==> src/rtl/mesm6_pkg.sv <==
// mesm6_pkg: shared types and widths for the MESM-6 memory bus arbiter.
package mesm6_pkg;

    localparam int MESM6_ADDR_W = 15;
    localparam int MESM6_DATA_W = 48;

    typedef enum logic [1:0] {IDLE, ACCESS, RESP} arb_state_t;
    typedef enum logic {GNT_I, GNT_D} arb_grant_t;

endpackage

==> src/rtl/mesm6_bus_timeout.sv <==
// mesm6_bus_timeout: access watchdog; load starts the count at 1 so expired
// marks the TIMEOUT-th cycle the memory has been waited on.
module mesm6_bus_timeout #(
    parameter int TIMEOUT = 255
) (
    input  logic clk,
    input  logic reset_n,
    input  logic clear,
    input  logic load,
    input  logic en,
    output logic expired
);

    localparam int CW = $clog2(TIMEOUT + 1);
    localparam logic [CW-1:0] LIMIT = CW'(TIMEOUT);

    logic [CW-1:0] cnt;

    always_ff @(posedge clk or negedge reset_n) begin
        if (!reset_n)
            cnt <= '0;
        else if (clear)
            cnt <= '0;
        else if (load)
            cnt <= CW'(1);
        else if (en)
            cnt <= cnt + CW'(1);
    end

    assign expired = cnt == LIMIT;

endmodule

==> src/rtl/mesm6_membus_arbiter.sv <==
// mesm6_membus_arbiter: shares one memory port between the MESM-6 ibus and dbus.
// Define MESM6_ARB_RR_EN for round-robin arbitration instead of fixed dbus priority.
module mesm6_membus_arbiter
    import mesm6_pkg::*;
#(
    parameter int ADDR_W  = MESM6_ADDR_W,
    parameter int DATA_W  = MESM6_DATA_W,
    parameter int TIMEOUT = 255
) (
    input  logic              clk,
    input  logic              reset_n,
    input  logic              ibus_fetch,
    input  logic [ADDR_W-1:0] ibus_addr,
    output logic [DATA_W-1:0] ibus_input,
    output logic              ibus_done,
    input  logic              dbus_read,
    input  logic              dbus_write,
    input  logic [ADDR_W-1:0] dbus_addr,
    input  logic [DATA_W-1:0] dbus_output,
    output logic [DATA_W-1:0] dbus_input,
    output logic              dbus_done,
    output logic              mem_req,
    output logic              mem_we,
    output logic [ADDR_W-1:0] mem_addr,
    output logic [DATA_W-1:0] mem_wdata,
    input  logic [DATA_W-1:0] mem_rdata,
    input  logic              mem_ack,
    output logic              bus_error
);

    arb_state_t state;
    arb_grant_t grant;
    logic       any_req, dbus_req, pick_d, expired;

    assign dbus_req = dbus_read | dbus_write;
    assign any_req  = ibus_fetch | dbus_req;

`ifdef MESM6_ARB_RR_EN
    arb_grant_t last_grant;
    assign pick_d = dbus_req & (!ibus_fetch | last_grant == GNT_I);
    always_ff @(posedge clk or negedge reset_n) begin
        if (!reset_n)
            last_grant <= GNT_I;
        else if (state == IDLE && any_req)
            last_grant <= pick_d ? GNT_D : GNT_I;
    end
`else
    assign pick_d = dbus_req;
`endif

    mesm6_bus_timeout #(.TIMEOUT(TIMEOUT)) u_timeout (
        .clk     (clk),
        .reset_n (reset_n),
        .clear   (state == RESP),
        .load    (state == IDLE && any_req),
        .en      (state == ACCESS),
        .expired (expired)
    );

    always_ff @(posedge clk or negedge reset_n) begin
        if (!reset_n) begin
            state      <= IDLE;
            grant      <= GNT_I;
            mem_req    <= 1'b0;
            mem_we     <= 1'b0;
            mem_addr   <= '0;
            mem_wdata  <= '0;
            ibus_input <= '0;
            dbus_input <= '0;
            ibus_done  <= 1'b0;
            dbus_done  <= 1'b0;
            bus_error  <= 1'b0;
        end else begin
            ibus_done <= 1'b0;
            dbus_done <= 1'b0;
            bus_error <= 1'b0;
            case (state)
                IDLE: if (any_req) begin
                    state     <= ACCESS;
                    grant     <= pick_d ? GNT_D : GNT_I;
                    mem_req   <= 1'b1;
                    mem_we    <= pick_d & dbus_write;
                    mem_addr  <= pick_d ? dbus_addr : ibus_addr;
                    mem_wdata <= dbus_output;
                end
                // An ack on the final counted cycle still wins over the timeout.
                ACCESS: if (mem_ack || expired) begin
                    state     <= RESP;
                    mem_req   <= 1'b0;
                    bus_error <= !mem_ack;
                    ibus_done <= grant == GNT_I;
                    dbus_done <= grant == GNT_D;
                    if (!mem_we && grant == GNT_I)
                        ibus_input <= mem_ack ? mem_rdata : '1;
                    if (!mem_we && grant == GNT_D)
                        dbus_input <= mem_ack ? mem_rdata : '1;
                end
                RESP: begin
                    state  <= IDLE;
                    mem_we <= 1'b0;
                end
                default: state <= IDLE;
            endcase
        end
    end

endmodule

==> config.mk <==
export PLATFORM = sky130hd
export DESIGN_NAME = mesm6_membus_arbiter
export DESIGN_NICKNAME = d
export VERILOG_FILES = /design/src/rtl/mesm6_pkg.sv /design/src/rtl/mesm6_bus_timeout.sv /design/src/rtl/mesm6_membus_arbiter.sv
export SDC_FILE = /design/constraint.sdc
export NUM_CORES = 1
export LEC_CHECK = 0
export BUFFER_PORTS_ARGS = -buffer_cell sky130_fd_sc_hd__buf_2
export CAP_MARGIN = 30
export CORE_MARGIN = 2
export CORE_UTILIZATION = 30
export DETAILED_ROUTE_END_ITERATION = 10
export SLEW_MARGIN = 20
export SYNTH_ARGS = -nofsm -noshare
export SYNTH_HDL_FRONTEND = slang
export SYNTH_HIERARCHICAL = 1
export SYNTH_SLANG_ARGS = --single-unit
==> constraint.sdc <==
create_clock -name clk -period 2.55 [get_ports clk]
set_input_delay 0.51 -clock clk [delete_from_list [all_inputs] [get_ports clk]]
set_output_delay 0.51 -clock clk [all_outputs]
set_load 0.02 [all_outputs]
* Word-level counts from Yosys, hierarchy flattened
Index checks and enable logic that the tools add are counted.
Widths: inputs -> output; s select.
** Cells by class
- Add/subtract/negate cells :: 1
- Eq/ne operators :: 5
- Mux-type cells :: 20
- Bitwise gates (word level) :: 4
- Reduce and logical (&&, ||, !) cells :: 16
** Operator list (number)
- $mux 48 :: 1
- $mux 8 :: 3
- $mux 15 :: 1
- $mux 1 :: 10
- $reduce_and 3->1 :: 3
- $add 8x1->8 const B :: 1
- $eq 8x8->1 const B :: 1
- $reduce_and 2->1 :: 3
- $mux 2 :: 2
- $ne 2x2->1 const B :: 2
- $pmux 1 s2 :: 2
- $pmux 2 s2 :: 1
- $reduce_bool 2->1 :: 2
- $logic_and 1x1->1 :: 3
- $reduce_bool 3->1 :: 1
- $eq 2x1->1 const B :: 1
- $eq 2x2->1 const B :: 1
- $logic_not 1->1 :: 2
- $logic_not 2->1 :: 1
- $or 1x1->1 :: 2
- $and 1x1->1 :: 1
- $logic_or 1x1->1 :: 1
- $not 1->1 :: 1
** Storage, ports and cells
- Bits in registers :: 175
- Input bits :: 132
- Output and inout bits :: 164
- Logic and storage cells :: 58

* Longest topological paths before layout
- Word-level depth :: 5
- Gate-level depth with buffers :: 8
- Depth with buffers taken out :: 6

* Modules after synthesis
Netlist, hierarchy kept.
** Modules (own cells, without submodules)
- mesm6_membus_arbiter :: instances 1, cells each 435, area an instance 6790.3 um2, seq. area each 4179.0 um2
- mesm6_bus_timeout :: instances 1, cells each 41, area an instance 406.6 um2, seq. area each 200.2 um2

* Least setup slack after synthesis
Ideal clock, no wire load.
- Kind :: reg2reg
- Start point :: reg u_timeout.cnt[0]
- End point :: reg dbus_input[27]
- Setup time :: 0.125 ns
- Arrival :: 1.987 ns
- Required time :: 2.425 ns
- Setup slack :: 0.438 ns
- Stages on the path, launching flop included :: 9
- Buffers on the path :: 2
- Period minus slack after synthesis :: 2.112 ns
- Cell sequence :: dfrtp_1 ha_1 nand4_1 nor2_1 nor2_1 nor4b_2 buf_2 buf_4 mux2_2
** On the way
- Cells in the longest elaborated chain, start to end :: 3
** RTL lines
- start: declaration :: RTL line mesm6_bus_timeout.sv:17 : logic [CW-1:0] cnt;
- start signal: assignment :: RTL line mesm6_bus_timeout.sv:27 : cnt <= cnt + CW'(1);
- $eq 8x8->1 :: RTL line mesm6_bus_timeout.sv:30 : assign expired = cnt == LIMIT;
- named net expired :: RTL line mesm6_membus_arbiter.sv:33 : logic any_req, dbus_req, pick_d, expired;
- $logic_or 1x1->1 :: RTL line mesm6_membus_arbiter.sv:87 : ACCESS: if (mem_ack || expired) begin
- $reduce_and 3->1 (no line)
- end signal: assignment :: RTL line mesm6_membus_arbiter.sv:96 : dbus_input <= mem_ack ? mem_rdata : '1;
- end: declaration :: RTL line mesm6_membus_arbiter.sv:20 : output logic [DATA_W-1:0] dbus_input,
The timed path passes the listed nets, and every way through them passes these cells.
A chain may end at the register's enable or synchronous reset.

* Worst setup path in the final report
- Start point :: reg u_timeout.cnt[0]
- End point :: reg dbus_input[2]
Same word-level chain as after synthesis.

==> impl_metrics.ini <==
[detailed_routing]
via_count = 4916
drt-pass1-iter-count = 4
drt-initial-drc-count = 176
vias_per_cell = 4.44
drc_errors = 0
wire_per_inst_um = 15.5
ant_nets = 0
wl_um = 17200

[clocking]
cts_root_buf = clkbuf_16
numCtsBuffers = 17
cts_buffer_depth = 2
clkTransAtPathRegs_ns = 0.07
post-cts-setup-buffer-count = 0
cts.htree.levels = 4
clk_latency_ns = 0.43
hold_buffers = 0
cts.sinks = 175
ctsResizeCount = 0
cts_tree = built

[die]
core-area_um2 = 23500
initial_utilization = 0.306
die_x_um = 159
dieArea_um2 = 25200
die_y_um = 159
rows = 56
io_pins = 296

[critical_path]
cp_slowest_stage_delay_ns = 0.42
startpoint = u_timeout/cnt[0]
crit_top_cell = nor2_1
cp-end-kind = flop
cp-start-kind = flop
critPathCapture = dbus_input[2]
crit_chain = ha_1 -> nand4_1 -> nor2_1 -> nor2_1 -> nor4b_4 -> buf_12 -> mux2_2
cp.required_ns = 2.85
reg2reg_slack_ns = 0.28
crit_path_max_fanout = 48
worst-r2r-cell-count = 7
critical_path_class = flop to flop
rr_endpoint = dbus_input[2]
slowest_stage = dfrtp_1
cp.arrival_ns = 2.58
r2r_start = u_timeout/cnt[0]

[synth]
syn_area_per_cell_um2 = 15.1
synth_edf_count = 0
yosys_register_bits = 175
synth.area.top_cells = dfrtp_1 (61%), mux2_2 (24%), mux2_4 (4.2%), nand2b_1 (4.2%), buf_2 (0.83%)
synth-async-reset-ratio = 1.00
synth-seq-area-share = 0.608
syn_inst = 476
synth_ff_type = dfrtp_1
synth_fp_nets = 609
synth_area_leader_cell = dfrtp_1
ys_warn_count = 6
yosysMostFrequentCell = dfrtp_1
synthTopCellsByCount = dfrtp_1 (175), mux2_2 (155), nand2b_1 (48)
ys_types = 30
synth_top_area_frac = 0.608
netlist_area_um2 = 7200

[status]
status = finished clean

[placement]
gp_congestion = 0.766
hpwl_um = 11800
dp.cells = 1076
portBuffers = 295

[finish]
area_delta_synth_final_pct = 34.2
diodes = 0
stdcell_count = 1108
layout-drive-gt1-share = 0.657
fin_nets = 909

[sta]
post-route-period-util = 0.891
setup_viol = 0
tns_ns = 0
tightest_slew_ns = 0.619
final_hold_viol_count = 0
finClkSkew_ns = 0.0144
min_period_ns = 2.27
maxSlewHeadroom = 0.587
slew_violations = 0
rsz0062_at_grt = false
max_freq_ghz = 0.440

[grt]
grt_usage = 0.138
grt_pass1_wl_um = 27900
antenna_found_initial = 0
grt_max_degree = 61
grt_overflow = 0
grt_pass1_vias = 5212

[power]
pwr-share-seq = 0.371
clockPowerShare = 0.195
swShare = 0.389
p_leak_nw = 4.45
internal_power_mw = 7.83
p_per_area_nw_per_um2 = 1330
combPwrFrac = 0.433
p_switching_mw = 4.98
irDropWorstVdd_v = 0.000609

[min_path]
hold_path.class = primary input to async pin

[job]
cap_viol_max_count = 0
==> state kept, by name, indices dropped and copies added (netlist names) <==
name,cells
bus_error,1
dbus_done,1
dbus_input,48
grant,1
ibus_done,1
ibus_input,48
mem_addr,15
mem_req,1
mem_wdata,48
mem_we,1
state,2
u_timeout/cnt,8
==> critical path, delay by kind of cell, from the launching register on <==
| kind | cells | cell delay [ns] |
|---|---|---|
| multiplexers | 1 | 0.38 |
| flip-flops | 1 | 0.42 |
| buffers and inverters | 1 | 0.30 |
| AND/OR/NAND/NOR | 4 | 0.79 |
| adder cells (fa/ha/maj) | 1 | 0.21 |
==> placed cells by master, fill, tap and decap left out, types with 2 or more instances in the layout <==
cell type / count
o21ai_0: 4
buf_12: 5
or3_1: 3
nor2b_1: 2
buf_4: 6
mux2_4: 20
inv_8: 2
nand2b_1: 48
inv_6: 7
dfrtp_1: 175
inv_1: 2
clkbuf_16: 17
a21oi_1: 3
nor2_1: 11
mux2_2: 155
xor2_1: 4
clkbuf_1: 2
or2_2: 2
nand4_1: 3
nand2_1: 7
buf_2: 294
==> power by group through the flow <==
| stage | sequential [mW] | clock [mW] | combinational, mW |
|---|---|---|---|
| finish | 4.75 | 2.50 | 5.55 |
| global route | 4.93 | 2.71 | 5.90 |
| CTS | 4.77 | 2.61 | 5.64 |
| detailed placement | 4.81 | 0 | 5.63 |
| global placement | 4.76 | 0 | 5.56 |
| floorplan | 6.35 | 0 | 2.09 |
==> layout make-up <==
| type | count | area (um^2) |
|---|---|---|
| repair buffers | 306 | 1630 |
| fillers | 2267 | 13900 |
| well taps | 319 | 399 |
| multi-input cells | 274 | 2690 |
| clock buffers | 19 | 433 |
| clock inverters | 13 | 121 |
| flip-flops and latches | 175 | 4380 |
| inverters | 2 | 7.51 |
==> worst min path at each step <==
stage | slack (ns) | from | endpoint
after floorplan | 0.21 | reset_n | bus_error
after CTS | 0.007 | reset_n | dbus_input[9]
after global routing | 0.01 | reset_n | dbus_input[9]
after global placement | 0.47 | reset_n | ibus_input[25]
after detailed placement | 0.47 | reset_n | dbus_input[9]
final | 0.002 | reset_n | ibus_input[9]
==> logic make-up after synthesis <==
kind of cell	count (synthesis)	synth area share
AOI/OAI and AO/OA	9	0.00678
adders and majority gates	1	0.00174
buffers and inverters	27	0.0209
muxes	176	0.286
xor gates and xnor gates	4	0.00487
DFF	175	0.608
and+or+nand+nor	84	0.0716
==> per-stage QoR <==
| step | utilization | hold WS, ns | setup slack (ns) | area (um^2) | power, mW |
|---|---|---|---|---|---|
| floorplan | - | 0.214 | 0.438 | 7200 | 8.44 |
| global placement | 0.387 | 0.474 | 0.373 | 9100 | 10.3 |
| detailed placement | 0.387 | 0.470 | 0.328 | 9100 | 10.4 |
| CTS | 0.410 | 0.00698 | 0.279 | 9660 | 13.0 |
| global route | 0.410 | 0.0128 | 0.174 | 9660 | 13.5 |
| finish | 0.410 | 0.00227 | 0.278 | 9660 | 12.8 |
==> metal layers <==
metal	up-vias	wire length, um	track usage	part of all wire
met5	-	0	0	0
met4	0	265	0.0380	0.015
met3	20	1180	0.0489	0.069
met2	195	8330	0.235	0.49
met1	2446	7380	0.166	0.43
li1	2255	-	-	-
(Power assumes the default switching activity.)
